===== src/rtl/imm_unit.sv =====
// imm_unit: immediate generator for an RV32I/RV64I core.
// Extracts the immediate field of a 32-bit instruction and sign- or
// zero-extends it to XLEN bits. The format comes from i_imm_ctrl, or from
// an internal opcode decode when AUTO_DECODE=1. The result sits in a
// one-entry valid/ready output register. Beats with an illegal or reserved
// format raise o_err and bump a saturating counter.
//
// Ports:
//   i_clk, i_rst          clock, synchronous active-high reset
//   i_in_valid/o_in_ready input handshake (o_in_ready is combinational)
//   i_instr               32-bit instruction word
//   i_imm_ctrl            format select, ignored when AUTO_DECODE=1
//   o_out_valid/i_out_ready output handshake
//   o_imm                 extended immediate, XLEN bits
//   o_fmt                 format applied to the held result
//   o_err                 held result had an illegal/reserved format
//   o_err_cnt             saturating count of accepted beats with err=1
module imm_unit #(
  parameter int XLEN        = 32,
  parameter int AUTO_DECODE = 0,
  parameter int ERR_CNT_W   = 8
) (
  input  logic                 i_clk,
  input  logic                 i_rst,
  input  logic                 i_in_valid,
  output logic                 o_in_ready,
  input  logic [31:0]          i_instr,
  input  logic [2:0]           i_imm_ctrl,
  output logic                 o_out_valid,
  input  logic                 i_out_ready,
  output logic [XLEN-1:0]      o_imm,
  output logic [2:0]           o_fmt,
  output logic                 o_err,
  output logic [ERR_CNT_W-1:0] o_err_cnt
);

  localparam logic [2:0] F_I   = 3'd0;
  localparam logic [2:0] F_S   = 3'd1;
  localparam logic [2:0] F_U   = 3'd2;
  localparam logic [2:0] F_B   = 3'd3;
  localparam logic [2:0] F_J   = 3'd4;
  localparam logic [2:0] F_Z   = 3'd5;
  localparam logic [2:0] F_SH  = 3'd6;
  localparam logic [2:0] F_RSV = 3'd7;

  // Every listed opcode ends in 2'b11, so a compressed/illegal low pair
  // falls through to the reserved format via the default arm.
  function automatic logic [2:0] decode_fmt(input logic [31:0] ins);
    logic is_shift;
    // funct3 001 (SLLI) and 101 (SRLI/SRAI) share bits [13:12] = 01
    is_shift = (ins[13:12] == 2'b01);
    case (ins[6:0])
      7'b0000011, 7'b1100111: decode_fmt = F_I;
      7'b0010011:             decode_fmt = is_shift ? F_SH : F_I;
      7'b0100011:             decode_fmt = F_S;
      7'b0110111, 7'b0010111: decode_fmt = F_U;
      7'b1100011:             decode_fmt = F_B;
      7'b1101111:             decode_fmt = F_J;
      7'b1110011:             decode_fmt = ins[14] ? F_Z : F_I;
      7'b0011011:             decode_fmt = (XLEN == 64) ? (is_shift ? F_SH : F_I) : F_RSV;
      default:                decode_fmt = F_RSV;
    endcase
  endfunction

  function automatic logic [ERR_CNT_W-1:0] sat_inc(input logic [ERR_CNT_W-1:0] cnt);
    sat_inc = (&cnt) ? cnt : cnt + ERR_CNT_W'(1);
  endfunction

  logic                   w_in_ready;
  logic                   w_accept;
  logic [2:0]             w_fmt;
  logic                   w_sh5;
  logic                   w_err;
  logic signed [XLEN-1:0] w_imm;
  logic signed [11:0]     w_imm_i;
  logic signed [11:0]     w_imm_s;
  logic signed [31:0]     w_imm_u;
  logic signed [12:0]     w_imm_b;
  logic signed [20:0]     w_imm_j;

  logic                   r_vld_p1;
  logic [XLEN-1:0]        r_imm_p1;
  logic [2:0]             r_fmt_p1;
  logic                   r_err_p1;
  logic [ERR_CNT_W-1:0]   r_cnt_p1;

  assign w_fmt = (AUTO_DECODE != 0) ? decode_fmt(i_instr) : i_imm_ctrl;

  // Shift amounts are 5 bits on RV32 and for the RV64 word-sized OP-IMM-32
  // shifts; in both cases a set bit 25 is an illegal shamt.
  assign w_sh5 = (XLEN == 32) ||
                 ((AUTO_DECODE != 0) && (i_instr[6:0] == 7'b0011011));

  assign w_imm_i = i_instr[31:20];
  assign w_imm_s = {i_instr[31:25], i_instr[11:7]};
  assign w_imm_u = {i_instr[31:12], 12'b0};
  assign w_imm_b = {i_instr[31], i_instr[7], i_instr[30:25], i_instr[11:8], 1'b0};
  assign w_imm_j = {i_instr[31], i_instr[19:12], i_instr[20], i_instr[30:21], 1'b0};

  always_comb begin
    w_imm = '0;
    w_err = 1'b0;
    case (w_fmt)
      F_I:  w_imm = XLEN'(w_imm_i);
      F_S:  w_imm = XLEN'(w_imm_s);
      F_U:  w_imm = XLEN'(w_imm_u);
      F_B:  w_imm = XLEN'(w_imm_b);
      F_J:  w_imm = XLEN'(w_imm_j);
      F_Z:  w_imm = XLEN'(i_instr[19:15]);
      F_SH: begin
        if (w_sh5) begin
          w_imm = XLEN'(i_instr[24:20]);
          w_err = i_instr[25];
        end else begin
          w_imm = XLEN'(i_instr[25:20]);
        end
      end
      default: w_err = 1'b1;
    endcase
  end

  assign w_in_ready = !r_vld_p1 || i_out_ready;
  assign w_accept   = i_in_valid && w_in_ready;

  // Stage p1: output register (one-entry skid-free buffer)
  always_ff @(posedge i_clk) begin
    if (i_rst) begin
      r_vld_p1 <= 1'b0;
      r_imm_p1 <= '0;
      r_fmt_p1 <= F_I;
      r_err_p1 <= 1'b0;
      r_cnt_p1 <= '0;
    end else if (w_accept) begin
      r_vld_p1 <= 1'b1;
      r_imm_p1 <= w_imm;
      r_fmt_p1 <= w_fmt;
      r_err_p1 <= w_err;
      if (w_err) begin
        r_cnt_p1 <= sat_inc(r_cnt_p1);
      end
    end else if (i_out_ready) begin
      r_vld_p1 <= 1'b0;
    end
  end

  assign o_in_ready  = w_in_ready;
  assign o_out_valid = r_vld_p1;
  assign o_imm       = r_imm_p1;
  assign o_fmt       = r_fmt_p1;
  assign o_err       = r_err_p1;
  assign o_err_cnt   = r_cnt_p1;

endmodule

===== config.mk =====
export PLATFORM = sky130hd
export DESIGN_NAME = imm_unit
export DESIGN_NICKNAME = d
export VERILOG_FILES = /design/src/rtl/imm_unit.sv
export SDC_FILE = /design/constraint.sdc
export NUM_CORES = 1
export LEC_CHECK = 0
export BUFFER_PORTS_ARGS = -buffer_cell sky130_fd_sc_hd__buf_2
export CORE_ASPECT_RATIO = 0.6
export CORE_MARGIN = 2
export CORE_UTILIZATION = 47
export CTS_BUF_LIST = sky130_fd_sc_hd__clkbuf_8 sky130_fd_sc_hd__clkbuf_16
export CTS_CLUSTER_DIAMETER = 150
export DETAILED_ROUTE_END_ITERATION = 10
export PLACE_DENSITY = 0.86
export SYNTH_ARGS = -nofsm -noshare
export SYNTH_HDL_FRONTEND = slang
export SYNTH_SLANG_ARGS = --single-unit

===== constraint.sdc =====
create_clock -name i_clk -period 2 [get_ports i_clk]
set_input_delay 0 -clock i_clk [delete_from_list [all_inputs] [get_ports i_clk]]
set_output_delay 0 -clock i_clk [all_outputs]
set_load 0.02 [all_outputs]

---- Yosys cells after proc, flatten, opt, wreduce, memory -nomap -nowiden ----
Index checks and enable logic that the tools add are counted.
cells by class
  order comparisons ....................... 0
  $add $sub $neg .......................... 1
  shifts and indexed selects .............. 0
  reductions and logical operators ........ 8
  multipliers ............................. 0
  muxes and demuxes ....................... 4
  div/mod/pow operators ................... 0
  bitwise operators ....................... 1
  equality and inequality tests ........... 6
operators by type and width
  kind                   count
  $pmux W32 S7           1
  $eq A3 B3 Y1 const B   3
  $add A8 B1 Y8 const B  1
  $reduce_and A8 Y1      1
  $eq A3 B2 Y1 const B   2
  $reduce_or A6 Y1       1
  $eq A3 B1 Y1 const B   1
  $logic_not A3 Y1       1
  $reduce_and A3 Y1      1
  $mux W1                2
  $pmux W1 S2            1
  $reduce_bool A2 Y1     1
  $logic_and A1 B1 Y1    1
  $logic_not A1 Y1       1
  $logic_or A1 B1 Y1     1
  $not A1 Y1             1
word-level totals
  bits of input ports ..................... 39
  memories ................................ 0
  register bits ........................... 45
  output and inout bits ................... 46
  latch bits .............................. 0
  bits in read-only memories .............. 0
  bits in writable memories ............... 0

---- Depth between registers and ports, before layout ----
  depth in word-level cells ............... 4
  mapped depth ............................ 6
  gate-level depth less buffers ........... 5

---- Worst setup path before layout ----
Ideal clock, no wire load.
  path kind ............................... flip-flop to flip-flop
  start point ............................. register r_vld_p1, in the netlist o_out_valid
  end point ............................... register r_cnt_p1[7], in the netlist o_err_cnt[7]
  slack ................................... 0.411 ns
  stages on the path, launching flop included .. 7
  path buffers ............................ 1
  data required time ...................... 1.868 ns
  data arrival time ....................... 1.457 ns
  cell sequence ........................... dfxtp_1 > nor2b_4 > inv_1 > nand3_2 > buf_2 > o41ai_1 > a21oi_1
between the ends
  longest elaborated chain between the ends .. 4
ends and longest elaborated chain
  element                      line  source
  start: declaration           81    logic r_vld_p1;
  start signal: assignment     128   r_vld_p1 <= 1'b0;
  start signal: assignment     134   r_vld_p1 <= 1'b1;
  start signal: assignment     142   r_vld_p1 <= 1'b0;
  $logic_not A1 Y1             122   assign w_in_ready = !r_vld_p1 || i_out_ready;
  $logic_or A1 B1 Y1           122
  via o_in_ready               26    output logic o_in_ready,
  $logic_and A1 B1 Y1          123   assign w_accept = i_in_valid && w_in_ready;
  $reduce_and A3 Y1 (no line)  n/a
  end signal: assignment       139   r_cnt_p1 <= sat_inc(r_cnt_p1);
  end: declaration             85    logic [ERR_CNT_W-1:0] r_cnt_p1;
The timed path passes the listed nets, and every way through them passes these cells.
A chain may end at the register's enable or synchronous reset.

---- Worst setup path after layout ----
  start point ............................. register r_vld_p1, in the netlist o_out_valid
  end point ............................... register r_cnt_p1[3], in the netlist o_err_cnt[3]
between the ends
  longest elaborated chain between the ends .. 4
ends and longest elaborated chain
  element                      line
  $logic_not A1 Y1             122
  $logic_or A1 B1 Y1           122
  $logic_and A1 B1 Y1          123
  $reduce_and A3 Y1 (no line)  n/a
No other way between the ends.

==> flow_metrics.tcl <==
set metrics [dict create \
    outcome "finished clean" \
    dp_cells 344 \
    regArea_um2 900.9 \
    overflow 0 \
    hold_viol 0 \
    fin_cells 364 \
    setup_viol 0 \
    nNetsFinal 343 \
    syn_area_per_cell_um2 9.107 \
    yosysTopAreaCell "dfxtp_1" \
    worst_pin_slew_ps 582.2 \
    critPathLaunch "o_out_valid$_SDFFE_PP0P_" \
    grt_pass1_vias 1700 \
    r2r-start "o_out_valid$_SDFFE_PP0P_" \
    ys.flop_type "dfxtp_1" \
    cts.repair.resized 0 \
    ys_top_cells_by_area "dfxtp_1 45%, a21oi_1 8.8%, o211a_1 6.5%" \
    path_class "reg -> reg" \
    rrSetupSlack_ps 390 \
    endpoint "o_err_cnt[3]$_SDFFE_PP0P_" \
    crit_fanout 14 \
    relSlewSlack 0.6104 \
    rr_worst_depth 5 \
    rr_endpoint "o_err_cnt[3]$_SDFFE_PP0P_" \
    grt_max_degree 26 \
    die_area_mm2 0.004798 \
    period_needed_ps 1607 \
    hold_ws_ps 20.18 \
    cts.sinks 45 \
    swShare 0.2732 \
    rows 18 \
    clk_path_buf_depth 2 \
    die_x_um 88.10 \
    start_util 0.4866 \
    post_drt_wl_per_cell_um 14.83 \
    async_flop_share 0 \
    synth.most_common_cell "dfxtp_1" \
    p_seq_frac 0.484 \
    synth_top_cell_area_share 0.4517 \
    pwr-share-comb 0.175 \
    setup_slack_ps 392.8 \
    powerDensity_mw_per_mm2 753.1 \
    pin_count 85 \
    timing.fmax_ghz 0.6222 \
    fin_area_mm2 0.002648 \
    n_antenna_cell 0 \
    fp.coreArea_mm2 0.004099 \
    yosysSeqAreaShare 0.4517 \
    yosysUniqueCellTypes 37 \
    arrival_ps 1840 \
    setup-tns-final_ps 0 \
    multi_input_area_um2 998.5 \
    hold_class "in -> reg" \
    ys_warn_count 0 \
    grt_setup_unrepaired "false" \
    hpwl_um 3710 \
    drive_gt1_frac 0.3059 \
    vias 2046 \
    ant_nets 0 \
    synth_area_mm2 0.001994 \
    slew_viol_final 0 \
    p_int_mw 1.449 \
    cts_tree "yes" \
    clk_pin_slew_ps 80 \
    htreeDepth 2 \
    cts_made_buffers 5 \
    critPathRequiredTime_ps 2230 \
    antenna_found_initial 0 \
    netlist_instances 219 \
    post_cts_buffers 0 \
    leakagePower_nw 1.254 \
    ys_seq_elements 45 \
    routabilityCongestion 0.8909 \
    grt_use_total 0.2329 \
    ir_worst_vdd_mv 0.5047 \
    clkPwrFrac 0.341 \
    drt_iter0_drc 148 \
    drt_wl_total_um 5397 \
    finalCritPeriodShare 0.8036 \
    syn_to_final_growth_pct 32.75 \
    drv_cap 0 \
    clockRootBuffer "clkbuf_8" \
    cp_cell_sequence "nor2b_4 -> inv_1 -> nand3_2 -> or4_1 -> a21oi_1" \
    end_kind "flop" \
    placed_cell_area_mm2 0.002416 \
    routed_via_density 5.621 \
    cts.hold.buffers_added 12 \
    fin_skew_ps 7.143 \
    synth_common_cells "45 x dfxtp_1, 35 x a21oi_1, 14 x o21ai_0, 14 x o2bb2ai_1, 13 x o211a_1" \
    worstSetupStartpointType "flop" \
    dpl_worst_slack_ps 415.0 \
    p_sw_mw 0.5447 \
    dr.pass1.iters 5 \
    crit_slowest_cell "or4_1" \
    fillers 362 \
    fp.dieH_um 54.46 \
    synth_nets 259 \
    synth_edf_count 0 \
    portBuffers 77 \
    clk_latency_ps 300 \
    grt_pass1_wl_um 8321 \
    slowest_delay_ps 560 \
    post-route-drc-count 0 \
]
[placed cells by master, fill, tap and decap left out, types with 3 or more instances in the layout]
master and instances:
buf_2 77, nand3_1 6, dlygate4sd3_1 12, buf_4 5, and2_1 3, a21oi_1 35
inv_1 6, nor2_1 10, o2bb2ai_1 14, o211a_1 13, a22o_1 5, a222oi_1 4
nand2_1 10, o31ai_1 4, a22oi_1 6, clkbuf_8 5, nor2b_1 3, or4_1 4
dfxtp_1 45, o21ai_0 14
[sequential cells by signal, summed over array words and instances (netlist names)]
signal,count
o_err,1
o_err_cnt,8
o_fmt,3
o_imm,32
o_out_valid,1
[layer usage]
metal	up-vias	track usage	part of all wire
met1	940	0.3463	0.49
met4	0	0.07828	0.0065
met5	-	0	0
met3	5	0.07089	0.084
li1	1002	-	-
met2	99	0.3169	0.42
[worst max-delay path: cells and delay by family (launching register included)]
kind                   cells  cell delay (ps)
AND/OR/NAND/NOR            3              930
flip-flops                 1              310
AO/OA/AOI/OAI              1              160
buffers and inverters      1              140
[how the worst min path moves through the flow]
stage / startpoint / endpoint / slack [ps] / cells past startpoint
6_report: i_instr[15] / o_imm[15]$_SDFFE_PP0P_ / 20 / 3
5_1_grt: i_instr[18] / o_imm[18]$_SDFFE_PP0P_ / 20 / 3
4_1_cts: i_instr[19] / o_imm[19]$_SDFFE_PP0P_ / 1 / 3
3_5_place_dp: i_instr[29] / o_imm[9]$_SDFFE_PP0P_ / 270 / 3
3_3_place_gp: i_instr[26] / o_imm[6]$_SDFFE_PP0P_ / 260 / 3
2_1_floorplan: i_instr[30] / o_imm[10]$_SDFFE_PP0P_ / 150 / 2
[power groups by stage]
stage / registers (mW) / clock network (mW) / logic, mW
after detailed placement: 0.984 / 0 / 0.326
after CTS: 0.964 / 0.690 / 0.345
after floorplan: 1.04 / 0 / 0.152
after global placement: 0.984 / 0 / 0.323
final: 0.964 / 0.680 / 0.349
after global routing: 0.971 / 0.731 / 0.381
[per-stage QoR]
stage / util / total power, mW
after floorplan: - / 1.189
after global placement: 0.5894 / 1.307
after detailed placement: 0.5894 / 1.310
after CTS: 0.6459 / 2.000
after global routing: 0.6459 / 2.083
final: 0.6459 / 1.994
[logic make-up after synthesis]
kind of cell	count (synthesis)	synth area share
AOI/OAI and AO/OA	99	0.3450
xor gates and xnor gates	1	0.004392
adders and majority gates	1	0.006273
buffers and inverters	22	0.04768
DFF	45	0.4517
muxes	1	0.005019
and+or+nand+nor	50	0.1399
[area by class of cell]
type / count / area share
Clock buffer: 5 / 0.02599
Clock inverter: 3 / 0.01607
Inverter: 5 / 0.007089
Multi-Input combinational cell: 152 / 0.3771
Sequential cell: 45 / 0.3403
Tap cell: 60 / 0.02836
Timing Repair Buffer: 94 / 0.2051
(Power assumes the default switching activity.)
